--- src/rtl/mips_pkg.sv ---
// Shared widths and MEM-stage FSM state type for the MIPS pipeline slice.
package mips_pkg;

    localparam int DATA_W     = 32;
    localparam int REG_ADDR_W = 5;

    typedef enum logic [1:0] {
        IDLE,
        WAIT,
        ABORT
    } mem_state_t;

endpackage

--- src/rtl/mem_wb_reg.sv ---
// MEM/WB pipeline register: loads the writeback bundle, or writes a bubble
// (control cleared, data held) when load_i is low.
module mem_wb_reg #(
    parameter int DATA_W     = mips_pkg::DATA_W,
    parameter int REG_ADDR_W = mips_pkg::REG_ADDR_W
) (
    input  logic                  clk_i,
    input  logic                  rst_i,
    input  logic                  load_i,
    input  logic                  reg_write_i,
    input  logic                  mem_to_reg_i,
    input  logic [DATA_W-1:0]     read_data_i,
    input  logic [DATA_W-1:0]     alu_result_i,
    input  logic [REG_ADDR_W-1:0] write_reg_i,
    output logic                  reg_write_o,
    output logic                  mem_to_reg_o,
    output logic [DATA_W-1:0]     read_data_o,
    output logic [DATA_W-1:0]     alu_result_o,
    output logic [REG_ADDR_W-1:0] write_reg_o
);

    logic                  reg_write_q,  reg_write_d;
    logic                  mem_to_reg_q, mem_to_reg_d;
    logic [DATA_W-1:0]     read_data_q,  read_data_d;
    logic [DATA_W-1:0]     alu_result_q, alu_result_d;
    logic [REG_ADDR_W-1:0] write_reg_q,  write_reg_d;

    always_comb begin
        reg_write_d  = 1'b0;
        mem_to_reg_d = 1'b0;
        read_data_d  = read_data_q;
        alu_result_d = alu_result_q;
        write_reg_d  = write_reg_q;
        if (load_i) begin
            reg_write_d  = reg_write_i;
            mem_to_reg_d = mem_to_reg_i;
            read_data_d  = read_data_i;
            alu_result_d = alu_result_i;
            write_reg_d  = write_reg_i;
        end
    end

    always_ff @(posedge clk_i) begin
        if (rst_i) begin
            reg_write_q  <= 1'b0;
            mem_to_reg_q <= 1'b0;
            read_data_q  <= '0;
            alu_result_q <= '0;
            write_reg_q  <= '0;
        end else begin
            reg_write_q  <= reg_write_d;
            mem_to_reg_q <= mem_to_reg_d;
            read_data_q  <= read_data_d;
            alu_result_q <= alu_result_d;
            write_reg_q  <= write_reg_d;
        end
    end

    assign reg_write_o  = reg_write_q;
    assign mem_to_reg_o = mem_to_reg_q;
    assign read_data_o  = read_data_q;
    assign alu_result_o = alu_result_q;
    assign write_reg_o  = write_reg_q;

endmodule

--- src/rtl/mem_wb_stage.sv ---
// MIPS data-memory access stage with req/ack handshake, upstream stall and MEM/WB register.
// Optional access timeout (ABORT state, sticky o_memErr) enabled by MEM_STAGE_TIMEOUT_EN.
module mem_wb_stage #(
    parameter int DATA_W         = mips_pkg::DATA_W,
    parameter int REG_ADDR_W     = mips_pkg::REG_ADDR_W,
    parameter int TIMEOUT_CYCLES = 16
) (
    input  logic                  i_clk,
    input  logic                  i_rst,
    input  logic                  i_memToReg,
    input  logic                  i_memWrite,
    input  logic                  i_regWrite,
    input  logic                  i_memRead,
    input  logic [DATA_W-1:0]     i_aluResult,
    input  logic [DATA_W-1:0]     i_writeData,
    input  logic [REG_ADDR_W-1:0] i_writeReg,
    output logic                  o_stall,
    output logic                  o_dmemReq,
    output logic                  o_dmemWe,
    output logic [DATA_W-1:0]     o_dmemAddr,
    output logic [DATA_W-1:0]     o_dmemWData,
    input  logic                  i_dmemAck,
    input  logic [DATA_W-1:0]     i_dmemRData,
    output logic                  o_wbRegWrite,
    output logic                  o_wbMemToReg,
    output logic [DATA_W-1:0]     o_wbReadData,
    output logic [DATA_W-1:0]     o_wbAluResult,
    output logic [REG_ADDR_W-1:0] o_wbWriteReg,
    output logic                  o_memErr
);

    import mips_pkg::*;

    localparam int CNT_W = $clog2(TIMEOUT_CYCLES + 1);

    mem_state_t       state_q, state_d;
    logic [CNT_W-1:0] wait_cnt_q, wait_cnt_d;
    logic             access, req, stall, load;
    logic [DATA_W-1:0] rd_data;

    assign access = i_memRead | i_memWrite;

    always_comb begin
        state_d = state_q;
        req     = 1'b0;
        stall   = 1'b0;
        case (state_q)
            IDLE: begin
                req   = access;
                stall = access & ~i_dmemAck;
                if (access && !i_dmemAck) state_d = WAIT;
            end
            WAIT: begin
                req   = access;
                stall = access & ~i_dmemAck;
                if (i_dmemAck) state_d = IDLE;
`ifdef MEM_STAGE_TIMEOUT_EN
                else if (wait_cnt_q == CNT_W'(TIMEOUT_CYCLES - 1)) state_d = ABORT;
`endif
            end
`ifdef MEM_STAGE_TIMEOUT_EN
            ABORT: state_d = IDLE;
`endif
            default: state_d = IDLE;
        endcase
    end

    // Counter reads 0 on the first WAIT cycle and saturates rather than wrapping.
    always_comb begin
        wait_cnt_d = '0;
        if (state_q == WAIT) wait_cnt_d = (&wait_cnt_q) ? wait_cnt_q : wait_cnt_q + 1'b1;
    end

    always_ff @(posedge i_clk) begin
        if (i_rst) begin
            state_q    <= IDLE;
            wait_cnt_q <= '0;
        end else begin
            state_q    <= state_d;
            wait_cnt_q <= wait_cnt_d;
        end
    end

`ifdef MEM_STAGE_TIMEOUT_EN
    logic mem_err_q, mem_err_d;

    assign mem_err_d = mem_err_q | (state_d == ABORT);

    always_ff @(posedge i_clk) begin
        if (i_rst) mem_err_q <= 1'b0;
        else       mem_err_q <= mem_err_d;
    end

    assign o_memErr = mem_err_q;
    assign load     = ~o_stall & (state_q != ABORT);
`else
    assign o_memErr = 1'b0;
    assign load     = ~o_stall;
`endif

    assign o_dmemReq   = req & ~i_rst;
    assign o_stall     = stall & ~i_rst;
    assign o_dmemWe    = i_memWrite;
    assign o_dmemAddr  = i_aluResult;
    assign o_dmemWData = i_writeData;
    assign rd_data     = (i_memRead & ~i_memWrite) ? i_dmemRData : '0;

    mem_wb_reg #(
        .DATA_W     (DATA_W),
        .REG_ADDR_W (REG_ADDR_W)
    ) u_mem_wb_reg (
        .clk_i        (i_clk),
        .rst_i        (i_rst),
        .load_i       (load),
        .reg_write_i  (i_regWrite),
        .mem_to_reg_i (i_memToReg),
        .read_data_i  (rd_data),
        .alu_result_i (i_aluResult),
        .write_reg_i  (i_writeReg),
        .reg_write_o  (o_wbRegWrite),
        .mem_to_reg_o (o_wbMemToReg),
        .read_data_o  (o_wbReadData),
        .alu_result_o (o_wbAluResult),
        .write_reg_o  (o_wbWriteReg)
    );

endmodule

--- config.mk ---
export PLATFORM = sky130hd
export DESIGN_NAME = mem_wb_stage
export DESIGN_NICKNAME = d
export VERILOG_FILES = /design/src/rtl/mips_pkg.sv /design/src/rtl/mem_wb_reg.sv /design/src/rtl/mem_wb_stage.sv
export SDC_FILE = /design/constraint.sdc
export NUM_CORES = 1
export LEC_CHECK = 0
export BUFFER_PORTS_ARGS = -buffer_cell sky130_fd_sc_hd__buf_4
export CORE_ASPECT_RATIO = 0.9
export CORE_MARGIN = 2
export CORE_UTILIZATION = 38
export DETAILED_ROUTE_END_ITERATION = 16
export PLACE_DENSITY_LB_ADDON = 0.25
export SYNTH_ARGS = -nofsm -noshare
export SYNTH_HDL_FRONTEND = slang
export SYNTH_SLANG_ARGS = --single-unit
--- constraint.sdc ---
create_clock -name i_clk -period 1.05 [get_ports i_clk]
set_input_delay 0.21 -clock i_clk [delete_from_list [all_inputs] [get_ports i_clk]]
set_output_delay 0.21 -clock i_clk [all_outputs]
set_load 0.02 [all_outputs]
# After elaboration in Yosys (flattened, before gate mapping)
# Index checks and enable logic that the tools add are counted.
# totals
register_bits,73
latch_bits,0
mem_bits_rw,0
rom_bits,0
mem_count,0
# classes
n_addsub,0
n_mul,0
n_div,0
n_lt_le_gt_ge,0
eq_ne,3
shifts,0
n_mux,6
bitwise_logic,8
n_reduce_logical,6
# op_table
cell,count
$mux W32,1
$and A1 B1 Y1,4
$mux W2,2
$ne A2 B2 Y1 const B,2
$pmux W2 S2,1
$reduce_or A2 Y1,2
$not A1 Y1,3
$eq A2 B1 Y1 const B,1
$logic_not A2 Y1,1
$mux W1,2
$reduce_and A2 Y1,1
$logic_and A1 B1 Y1,1
$logic_not A1 Y1,1
$or A1 B1 Y1,1

# Longest topological paths before layout
# depth
word_depth,5
depth_mapped,5

# Modules after synthesis
# From an unflattened synthesis, not the netlist that was laid out.
# hier_totals
cells_unflattened,334
hier_area_um2,3365.7
# modules_own_cells
module,n_inst,cells_each,area_each_um2,seq_area_each_um2
mem_wb_reg,1,227,2572.5,1421.4
mem_wb_stage,1,107,793.3,0.0

# Least setup slack after synthesis
# No wires, ideal clock.
# synth_timing
path_kind,input port to output port
from,input i_rst
to,output o_stall
t_arrival_ps,1026
slack_ps,-186
cell_stages,3
cell_sequence,buf_2 > buf_2 > nor3_1
# synth_between
elab_chain_len,2
# synth_lines
element,line,source
"start, declared",mem_wb_stage.sv:9,"input logic i_rst,"
$not A1 Y1,mem_wb_stage.sv:102,assign o_stall = stall & ~i_rst;
$and A1 B1 Y1,mem_wb_stage.sv:102,
"end, declared",mem_wb_stage.sv:17,"output logic o_stall,"
# No other way between the ends.

# Worst setup path after layout
# layout_timing
from,"register u_mem_wb_reg.read_data_q[14], in the netlist u_mem_wb_reg.read_data_o[14]"
to,output o_wbReadData[14]
# layout_lines
element,line,source
"start, declared",mem_wb_reg.sv:24,"logic [DATA_W-1:0] read_data_q, read_data_d;"
"start signal, assigned",mem_wb_reg.sv:53,read_data_q <= read_data_d;
"end, declared",mem_wb_stage.sv:26,"output logic [DATA_W-1:0] o_wbReadData,"
# No word-level cell between the ends.

==> flow_summary.toml <==
[timing]
period_needed_ns = 1.02
finClkSkew_ns = 0
finalHoldWorstSlack_ns = 0.106
drv_slew = 0
setup_viol = 0
rsz0062_at_grt = "yes"
max_freq_ghz = 0.980
finalCritPeriodShare_pct = 97.1
finalHoldViolations = 0

[setup_path]
cp.depth = 1
path_cells = "buf_4"
reg2reg_depth = 3
critPathBufInv = 1
path_max_fanout = 2
crit_path_start = "u_mem_wb_reg.read_data_o[14]"
critPathCapture = "o_wbReadData[14]"
worst_path_largest_cell_delay_ns = 0.32
worstPathArrival_ns = 0.81
crit_required_ns = 0.84
cp_slowest_cell = "dfxtp_2"
setup.worst_path.start_class = "register"
timing.rr.end = "u_mem_wb_reg.read_data_o[18]"
crit_path_end_kind = "output port"
r2r_slack_ns = 0.25
critPathKind = "reg2out"
path_delay_family = "flip-flops"
rr_startpoint = "u_mem_wb_reg.read_data_o[18]"

[die]
core_area_um2 = 9080
die_h_um = 95.6
initial_core_util_pct = 39.0
fp-row-count = 33
fp.dieArea_um2 = 10100
die_w_um = 106
io_pins = 247

[clock_tree]
hold_buffers = 0
htree_levels = 3
cts_buffer_depth = 2
root_buffer = "clkbuf_8"
cts_buffers = 9
clock_latency_ns = 0.33
clk_pin_slew_ns = 0.08
cts_sinks = 71
cts_tree = "built"

[logic_synthesis]
synth_warnings = 0
synthArstFlopShare_pct = 0
yosysSeqAreaShare_pct = 40.1
synthDistinctLibCells = 18
synth_seq_cells = 71
synth_edf_count = 0
synth_ff_type = "dfxtp_1"
synth.net_count = 487
synth_cells = 379
netlist_area_um2 = 3550
syn_area_per_cell_um2 = 9.36

[power_and_ir_drop]
power_per_cell_area_nw_per_um2 = 1320
static-leakage-power_nw = 2.25
vdd_drop_max_v = 0.000637

[global_route]
grt_pass1_vias = 2666
gr-total-overflow = 0
grt_pass1_wl_um = 12800
grt_max_degree = 51
antenna_found_initial = 0
grt_use_total_pct = 15.8

[layout]
final_cell_mix = "buf_4, nand2b_1, dfxtp_2"
fill_cells = 791
drive_gt1_share_pct = 57.8
final_common_cell = "buf_4"
nNetsFinal = 603
register_area_um2 = 1510
final_cell_area_um2 = 5200
multiInputGateArea_um2 = 1400
area_growth_pct = 46.6
fin_cells = 622
num_antenna_cells = 0

[route]
drt_iter0_drc = 57
firstDrtPassIters = 4
drt-vias-per-instance = 4.57
wl_per_cell_um = 13.6
drc_errors = 0
antenna_left = 0
num_vias = 2842
wirelength_um = 8460

[placed_design]
place_inst = 602
dp_hpwl_um = 6030
port_buffers = 181
place_area_um2 = 4610
routabilityCongestion = 0.734

[run_status]
run_status = "finished, final reports clean"

[flow_run]
maxCapViolCount = 0

[hold_path]
hold_class = "in2reg"
hold_path_startpoint = "i_regWrite"
-- registers in the layout (all words and copies together) (netlist names) --
| signal | cells |
|---|---|
| u_mem_wb_reg.mem_to_reg_o | 1 |
| u_mem_wb_reg.reg_write_o | 1 |
| u_mem_wb_reg.write_reg_o | 5 |
| u_mem_wb_reg.alu_result_o | 32 |
| u_mem_wb_reg.read_data_o | 32 |
-- through the flow --
stage / setup WS [ns] / total power [mW] / utilization, % / TNS, ns
finish: 0.0300 / 6.87 / 57.2 / 0
global route: -0.00681 / 7.20 / 57.2 / -0.0250
CTS: 0.0000576 / 6.88 / 54.7 / 0
detailed placement: -0.0923 / 4.29 / 50.8 / -2.03
global placement: -0.0501 / 4.27 / 50.8 / -1.26
floorplan: -0.00613 / 3.89 / - / -0.0100
-- what timing repair did --
| action | 4_1_cts | 5_1_grt |
|---|---|---|
| resized for setup | 57 | 76 |
| setup endpoints to repair | 42 | 61 |
| buffers inserted | 0 | 4 |
-- worst min path at each step --
stage	to	slack (ns)	cells after the start
floorplan	u_mem_wb_reg.alu_result_o[0]	0.36	2
global placement	o_dmemWData[11]	0.42	0
detailed placement	o_dmemWData[11]	0.42	0
CTS	u_mem_wb_reg.mem_to_reg_o	0.09	2
global route	u_mem_wb_reg.mem_to_reg_o	0.09	2
finish	u_mem_wb_reg.reg_write_o	0.11	2
-- layer usage --
| layer | vias up | part of all wire, % | global-route usage (%) |
|---|---|---|---|
| met5 | - | 0 | 0 |
| met4 | 0 | 3.3 | 9.98 |
| met3 | 38 | 5.2 | 3.28 |
| met2 | 93 | 52 | 26.7 |
| met1 | 1316 | 39 | 18.6 |
| li1 | 1395 | - | - |
-- power by group --
| group | internal [mW] | switching (mW) | leakage [nW] | total [mW] |
|---|---|---|---|---|
| Sequential | 2.85 | 0.0878 | 0.610 | 2.94 |
| Combinational | 0.760 | 0.652 | 1.53 | 1.41 |
| Clock | 1.46 | 1.06 | 0.112 | 2.52 |
| Total | 5.07 | 1.80 | 2.25 | 6.87 |
-- logic make-up after synthesis --
| logic type | count (synthesis) | synth area share (%) |
|---|---|---|
| buffers and inverters | 124 | 21.0 |
| AND/OR/NAND/NOR | 112 | 20.0 |
| flip-flops | 71 | 40.1 |
| multiplexers | 37 | 10.4 |
| AO/OA/AOI/OAI | 34 | 8.40 |
| other | 1 | 0.106 |
-- area by class of cell --
class                   count  area share, %
clock inverters             5           1.54
clock buffers              11           2.91
well taps                 122           2.94
repair buffers            197           34.4
flip-flops and latches     71           29.0
multi-input cells         184           26.9
inverters                  32           2.31
-- cells in the mapped netlist (2+ instances only) --
| master | count | area share (%) |
|---|---|---|
| nand2b_1 | 106 | 19 |
| mux2i_1 | 37 | 10 |
| dfxtp_1 | 71 | 40 |
| nor3b_2 | 2 | 0.71 |
| buf_2 | 3 | 0.42 |
| o32ai_1 | 32 | 7.9 |
| clkbuf_1 | 18 | 1.9 |
| buf_4 | 68 | 14 |
| inv_1 | 32 | 3.4 |
| nor2_1 | 2 | 0.21 |
No activity file was read; power rests on OpenSTA's default activity.
